File: config.mk
export PLATFORM = sky130hd
export DESIGN_NAME = cmp_result_tracker
export DESIGN_NICKNAME = d
export VERILOG_FILES = /design/src/rtl/cmp_result_tracker.sv
export SDC_FILE = /design/constraint.sdc
export NUM_CORES = 1
export LEC_CHECK = 0
export CORE_MARGIN = 8
export CORE_UTILIZATION = 35
export DETAILED_ROUTE_END_ITERATION = 16
export PLACE_DENSITY = 0.63
export REMOVE_ABC_BUFFERS = 1
export SETUP_SLACK_MARGIN = 0.3
export SYNTH_ARGS = -nofsm -noshare
export SYNTH_HDL_FRONTEND = slang
export SYNTH_SLANG_ARGS = --single-unit
File: constraint.sdc
create_clock -name clk -period 2.36 [get_ports clk]
set_input_delay 0.59 -clock clk [delete_from_list [all_inputs] [get_ports clk]]
set_output_delay 0.59 -clock clk [all_outputs]
set_load 0.1 [all_outputs]
File: src/rtl/cmp_result_tracker.sv
// cmp_result_tracker: decodes comparator result codes, keeps saturating
// per-relation counters and reports stable runs of one relation.
module cmp_result_tracker #(
    parameter int STABLE_LEN = 4,
    parameter int CNT_W      = 8
) (
    input  logic             clk,
    input  logic             rst_n,
    input  logic             cmp_valid,
    input  logic [7:0]       cmp_code,
    input  logic             clear,
    output logic [CNT_W-1:0] gt_cnt,
    output logic [CNT_W-1:0] eq_cnt,
    output logic [CNT_W-1:0] lt_cnt,
    output logic [CNT_W-1:0] err_cnt,
    output logic [1:0]       last_rel,
    output logic             stable,
    output logic             change_pulse
);

    typedef enum logic [1:0] {
        S_IDLE,
        S_TRACK,
        S_STABLE
    } state_t;

    localparam logic [3:0]       LP_LEN = 4'(STABLE_LEN);
    localparam bit               LP_ONE = (STABLE_LEN == 1);
    localparam logic [CNT_W-1:0] LP_INC = CNT_W'(1);
    localparam logic [CNT_W-1:0] LP_MAX = '1;

    state_t           r_state;
    logic [3:0]       r_run;
    logic [1:0]       r_rel;
    logic             r_stable;
    logic             r_pulse;
    logic [CNT_W-1:0] r_gt;
    logic [CNT_W-1:0] r_eq;
    logic [CNT_W-1:0] r_lt;
    logic [CNT_W-1:0] r_err;

    logic [1:0]       w_rel;
    logic             w_inv;
    logic [3:0]       w_run_inc;

    assign w_run_inc = r_run + 4'd1;

    // Exact 8-bit decode of the result code; anything else is malformed
    always_comb begin
        w_rel = 2'b00;
        w_inv = 1'b1;
        case (cmp_code)
            8'hFF: begin w_rel = 2'b11; w_inv = 1'b0; end
            8'h0F: begin w_rel = 2'b10; w_inv = 1'b0; end
            8'h00: begin w_rel = 2'b01; w_inv = 1'b0; end
            default: ;
        endcase
    end

    // Saturating event counters, one per decoded relation plus errors
    always_ff @(posedge clk or negedge rst_n) begin
        if (!rst_n) begin
            r_gt  <= '0;
            r_eq  <= '0;
            r_lt  <= '0;
            r_err <= '0;
        end else if (clear) begin
            r_gt  <= '0;
            r_eq  <= '0;
            r_lt  <= '0;
            r_err <= '0;
        end else if (cmp_valid) begin
            if (w_inv) begin
                if (r_err != LP_MAX) r_err <= r_err + LP_INC;
            end else begin
                case (w_rel)
                    2'b11: if (r_gt != LP_MAX) r_gt <= r_gt + LP_INC;
                    2'b10: if (r_eq != LP_MAX) r_eq <= r_eq + LP_INC;
                    default: if (r_lt != LP_MAX) r_lt <= r_lt + LP_INC;
                endcase
            end
        end
    end

    // Run-length FSM with registered stable flag and change pulse
    always_ff @(posedge clk or negedge rst_n) begin
        if (!rst_n) begin
            r_state  <= S_IDLE;
            r_run    <= 4'd0;
            r_rel    <= 2'b00;
            r_stable <= 1'b0;
            r_pulse  <= 1'b0;
        end else begin
            r_pulse <= 1'b0;
            if (clear) begin
                r_state  <= S_IDLE;
                r_run    <= 4'd0;
                r_rel    <= 2'b00;
                r_stable <= 1'b0;
            end else if (cmp_valid) begin
                if (w_inv) begin
                    r_state  <= S_IDLE;
                    r_run    <= 4'd0;
                    r_rel    <= 2'b00;
                    r_stable <= 1'b0;
                end else begin
                    case (r_state)
                        S_IDLE: begin
                            r_rel    <= w_rel;
                            r_run    <= 4'd1;
                            r_state  <= LP_ONE ? S_STABLE : S_TRACK;
                            r_stable <= LP_ONE;
                        end
                        S_TRACK, S_STABLE: begin
                            if (w_rel == r_rel) begin
                                if (r_run < LP_LEN) begin
                                    r_run <= w_run_inc;
                                    if (w_run_inc == LP_LEN) begin
                                        r_state  <= S_STABLE;
                                        r_stable <= 1'b1;
                                    end
                                end
                            end else begin
                                r_rel    <= w_rel;
                                r_run    <= 4'd1;
                                r_pulse  <= 1'b1;
                                r_state  <= LP_ONE ? S_STABLE : S_TRACK;
                                r_stable <= LP_ONE;
                            end
                        end
                        default: begin
                            r_state  <= S_IDLE;
                            r_run    <= 4'd0;
                            r_rel    <= 2'b00;
                            r_stable <= 1'b0;
                        end
                    endcase
                end
            end
        end
    end

    assign gt_cnt       = r_gt;
    assign eq_cnt       = r_eq;
    assign lt_cnt       = r_lt;
    assign err_cnt      = r_err;
    assign last_rel     = r_rel;
    assign stable       = r_stable;
    assign change_pulse = r_pulse;

endmodule

* Word-level counts from Yosys, hierarchy flattened
Index checks and enable logic that the tools add are counted.
** Storage, ports and cells
- Flip-flop bits (word level) :: 42
- Latch bits :: 0
- RAM bits :: 0
- ROM bits :: 0
- Input port bits :: 12
- Logic and storage cells :: 102
- Memories kept :: 0
** Operators by class
- Add/subtract/negate cells :: 5
- $mul :: 0
- Divide/modulo/power cells :: 0
- Order comparisons :: 1
- Equal/unequal tests :: 17
- Shift-type cells :: 0
- Multiplexer cells :: 50
- Bitwise operators :: 0
- Reductions and logical operators :: 20
** Operators with widths (number)
- 8-bit 2-to-1 mux :: 19
- 8-bit by 1-bit adder with 8-bit output, second input constant :: 4
- 8-bit != test, second input constant :: 4
- 2-bit 2-to-1 mux :: 10
- 4-bit 2-to-1 mux :: 5
- 2-bit nonzero test :: 8
- 1-bit 2-to-1 mux :: 12
- 4-bit AND reduction :: 3
- 5-bit != test, second input constant :: 2
- 8-bit by 4-bit equality test with 1-bit output, second input constant :: 1
- 8-bit equality test, second input constant :: 1
- 8-bit logical NOT :: 1
- 2-bit case mux with 2 select lines :: 2
- 4-bit case mux with 2 select lines :: 1
- 2-bit equality test, second input constant :: 3
- 2-bit case mux with 3 select lines :: 1
- 3-bit AND reduction :: 2
- 4-bit by 1-bit adder with 4-bit output, second input constant :: 1
- 4-bit by 3-bit equality test with 1-bit output, second input constant :: 1
- 4-bit by 3-bit less-than comparator with 1-bit output, second input constant :: 1
- 2-bit by 1-bit != test with 1-bit output, second input constant :: 2
- 4-bit != test, second input constant :: 1
- 2-bit AND reduction :: 2
- 2-bit OR reduction :: 2
- other kinds (4) :: 4

* Logic depth before layout (Yosys ltp)
- Word-level depth :: 9
- Gate-level depth with buffers :: 8

* Worst setup path before layout
Ideal clock, no wire load.
- Path type :: flip-flop to flip-flop
- Start :: register r_err[0], in the netlist err_cnt[0]
- End :: register r_err[4], in the netlist err_cnt[4]
- Library setup time :: 0.132 ns
- Data arrival time :: 2.154 ns
- Data required time :: 2.228 ns
- Path slack :: 0.074 ns
- Stages on the path, launching flop included :: 8
- Buffers on the path :: 1
- Clock period less this slack :: 2.286 ns
- Cell sequence :: dfrtp_1 -> ha_1 -> nand3_1 -> o2111a_1 -> buf_2 -> and4_1 -> xnor2_1 -> nor2_1
** Between the ends
- Word-level cells in the longest chain between the ends :: 5
- Elaborated cells on any way between the ends :: 8
- Classes of those cells :: add/sub: 1; eq/ne: 1; mux: 4; reduce/logical: 2
** RTL lines
- from (decl) :: RTL line 40 : logic [CNT_W-1:0] r_err;
- from (signal assigned) :: RTL line 74 : if (r_err != LP_MAX) r_err <= r_err + LP_INC;
- 8-bit by 1-bit adder with 8-bit output :: RTL line 74
- 8-bit 2-to-1 mux :: RTL line 74
- 8-bit 2-to-1 mux :: RTL line 73 : if (w_inv) begin
- 8-bit 2-to-1 mux :: RTL line 72 : end else if (cmp_valid) begin
- 8-bit 2-to-1 mux :: RTL line 67 : end else if (clear) begin
Several ways; a longest one is shown, not always the timed one. The select of a mux whose other input is x is not followed.
A chain may end at the register's enable or synchronous reset.

* Worst setup path in the final report
- Start :: input port cmp_code[5]
- End :: register r_state[0]
** Between the ends
- Word-level cells in the longest chain between the ends :: 8
- Elaborated cells on any way between the ends :: 14
- Classes of those cells :: eq/ne: 5; mux: 6; reduce/logical: 3
** RTL lines
- from (decl) :: RTL line 10 : input logic [7:0] cmp_code,
- 8-bit by 4-bit equality test with 1-bit output, or another cell as far along :: RTL line 52 : case (cmp_code)
- 2-bit case mux with 3 select lines :: RTL line 52
- 2-bit equality test :: RTL line 115 : if (w_rel == r_rel) begin
- 2-bit 2-to-1 mux :: RTL line 115
- 2-bit case mux with 2 select lines :: RTL line 107 : case (r_state)
- 2-bit 2-to-1 mux :: RTL line 101 : if (w_inv) begin
- 2-bit 2-to-1 mux :: RTL line 100 : end else if (cmp_valid) begin
- 2-bit 2-to-1 mux :: RTL line 95 : if (clear) begin
- to (signal assigned) :: RTL line 111 : r_state <= LP_ONE ? S_STABLE : S_TRACK;
- to (signal assigned) :: RTL line 127 : r_state <= LP_ONE ? S_STABLE : S_TRACK;
- to (decl) :: RTL line 32 : state_t r_state;
Several ways; a longest one is shown, not always the timed one. The select of a mux whose other input is x is not followed.

==> impl_metrics.yaml <==
place:
  dp_hpwl_mm: 4.119
  io_buffers: 47
  dp_cells: 369
  gp_congestion: 0.7846
  dp_slack_ps: -331.7
finish:
  multi_input_area_um2: 1211
  nets: 320
  regArea_um2: 1026
  finalNonFillerCells: 378
  num_antenna_cells: 0
  synthToLayoutAreaGrowth_pct: 28.16
  drive_above_1_share_pct: 29.57
  num-fill-cells: 632
run:
  max-cap-violations: 0
floorplan:
  die_h_um: 97.17
  placementRows: 29
  core_um2: 6350
  num_io_pins: 48
  dieArea_um2: 9442
  fp.dieW_um: 97.17
  start_util_pct: 36.32
synth:
  synth_most_common_cell: "nor2_1"
  yosys-top-cells-area: "dfrtp_1 (44%), nor2_1 (7.5%), xor2_1 (6.8%)"
  syn_inst: 237
  yosys_warnings: 0
  syn_area_per_cell_um2: 9.730
  synth-edff-count: 0
  synthArstFlopShare_pct: 100.0
  synth_top_area_share_pct: 44.49
  synth_commonest_cells: "nor2_1 (46), dfrtp_1 (41), xor2_1 (18)"
  yosysUniqueCellTypes: 43
  ys_seq_area_share_pct: 44.49
  ys_ff_latch: 41
  syn-cell-area_um2: 2306
  synth_top_area_cell: "dfrtp_1"
  ys.flop_type: "dfrtp_1"
clock_tree:
  clk_pin_slew_ps: 80
  cts_buffers: 5
  clock_latency_ps: 290
  cts.sink_count: 41
  h-tree-depth: 2
  tritoncts: "yes"
  cts-root-buf: "clkbuf_8"
  cts_buffer_depth: 2
power_and_ir_drop:
  power_leakage_nw: 1.389
  totalPowerFinal_w: 0.001344
  p_per_area_nw_per_um2: 454.7
  peakVddDrop_mv: 0.2515
routing:
  drtIter0Drc: 48
  route.detailed.drc: 0
  antenna_left: 0
  wirelength_mm: 5.480
  dr_total_vias: 1912
  first_pass_iters: 4
  wl_per_cell_um: 14.50
  vias_per_cell: 5.058
sta:
  maxSlewViolCount: 0
  slew_headroom_pct: 66.51
  period_share_pct: 86.41
  period_needed_ps: 2039
  finalHoldViolCount: 0
  clock.fmax_mhz: 490.4
  setup-violations-final: 0
  rsz0062_at_grt: "yes"
  finClkSkew_ps: 1.796
  worstMarginPinSlew_ps: 500.8
  setup_slack_ps: 320.6
worst_hold_path:
  hold_class: "primary input to asynchronous set/reset pin"
global_route:
  track_usage_pct: 11.95
  gr-total-overflow: 0
  grt_pass1_wl_mm: 9.694
  grt_max_degree: 23
  antenna_found_initial: 0
  grt_pass1_vias: 1985
critical_path:
  worst_setup_path_end_kind: "register"
  crit_fanout: 5
  cp.required_ps: 2570
  worstPathArrival_ps: 2250
  cp-start-kind: "primary input"
  rr_worst_depth: 5
  r2r-end: "r_state[0]$_DFFE_PN0P_"
  worstSetupPathType: "primary input to register"
  r2r-start: "last_rel[1]$_DFFE_PN0P_"
  r2r_slack_ps: 620
outcome:
  status: "finished clean"
-- metrics by stage --
stage / area, µm² / hold slack, ps / TNS, ps / util (%)
6_report: 2955 / 253.7 / 0 / 46.54
5_1_grt: 2955 / 296.4 / 0 / 46.54
4_1_cts: 2940 / 278.5 / 0 / 46.31
3_5_place_dp: 2853 / 519.1 / -7324 / 44.93
3_3_place_gp: 2853 / 511.2 / -6646 / 44.93
2_1_floorplan: 2246 / 294.4 / 0 / -
-- registers in the layout, summed over array words and instances (netlist names) --
signal	count
gt_cnt	8
lt_cnt	8
change_pulse	1
r_run	4
r_state	2
last_rel	2
err_cnt	8
eq_cnt	8
-- layer usage --
layer | track usage [%] | wire length, µm | vias up
li1 | - | - | 944
met1 | 15.11 | 2566 | 935
met2 | 19.95 | 2716 | 31
met3 | 2.774 | 174 | 2
met4 | 2.722 | 22 | 0
met5 | 0 | 0 | -
-- worst max path at each step --
stage,start,to,slack [ps],cells past startpoint
after detailed placement,cmp_code[4],r_state[0]$_DFFE_PN0P_,-330,7
after floorplan,err_cnt[0]$_DFFE_PN0P_,err_cnt[4]$_DFFE_PN0P_,110,6
after global placement,cmp_code[4],r_state[0]$_DFFE_PN0P_,-290,7
final,cmp_code[5],r_state[0]$_DFFE_PN0P_,320,7
after global routing,cmp_code[5],r_state[0]$_DFFE_PN0P_,250,7
after CTS,cmp_code[5],r_state[0]$_DFFE_PN0P_,310,7
-- report_power, final --
| part | switching (W) | total (W) | leakage [nW] | internal [W] |
|---|---|---|---|---|
| registers | 0.00000480 | 0.000711 | 0.572 | 0.000706 |
| clock network | 0.000243 | 0.000508 | 0.0542 | 0.000265 |
| logic | 0.0000846 | 0.000125 | 0.763 | 0.0000405 |
| total | 0.000333 | 0.00134 | 1.39 | 0.00101 |
-- placed cells by master (no fill, tap or decap), drive strengths merged, types with 3 or more instances in the layout --
cell and count:
a21oi 7, and3 5, buf 61, clkbuf 8
dfrtp 41, ha 8, inv 7, mux2i 6
nand2 15, nand2b 3, nand3 6, nand4 17
nor2 46, nor3 6, nor4 3, o21ai 6
xnor2 9, xor2 18
-- repair_timing --
item                       4_1_cts  5_1_grt
gates cloned                     0        0
buffers inserted                 1        0
setup endpoints to repair       39       20
gates resized for setup         23       10
hold buffers                     0        0
pin swaps                        6        5
-- cell families (layout without fill, tap and decap cells) --
family                     count (synthesis)  in the layout  synth area share (%)
adders and majority gates                  8              8                 4.341
DFF                                       41             41                 44.49
muxes                                      6              6                 2.605
AOI/OAI and AO/OA                         24             24                 8.357
and+or+nand+nor                          114            114                 26.21
xor gates and xnor gates                  27             27                 10.26
buffers and inverters                     17             81                 3.744
-- worst max-delay path, cell delays in order --
cell and delay (ps):
buf_6 90, or4_4 580, nor4b_4 260, a221o_2 270, nand3_4 100, o21ai_2 160
mux2i_1 190
-- final cells by class --
type                    count  share of cell area (%)
clock buffers               7                   3.260
clock inverters             1                  0.1693
inverters                   7                  0.8891
multi-input cells         179                   40.98
flip-flops and latches     41                   34.72
well taps                  77                   3.260
repair buffers             66                   16.72
(Power assumes the default switching activity.)
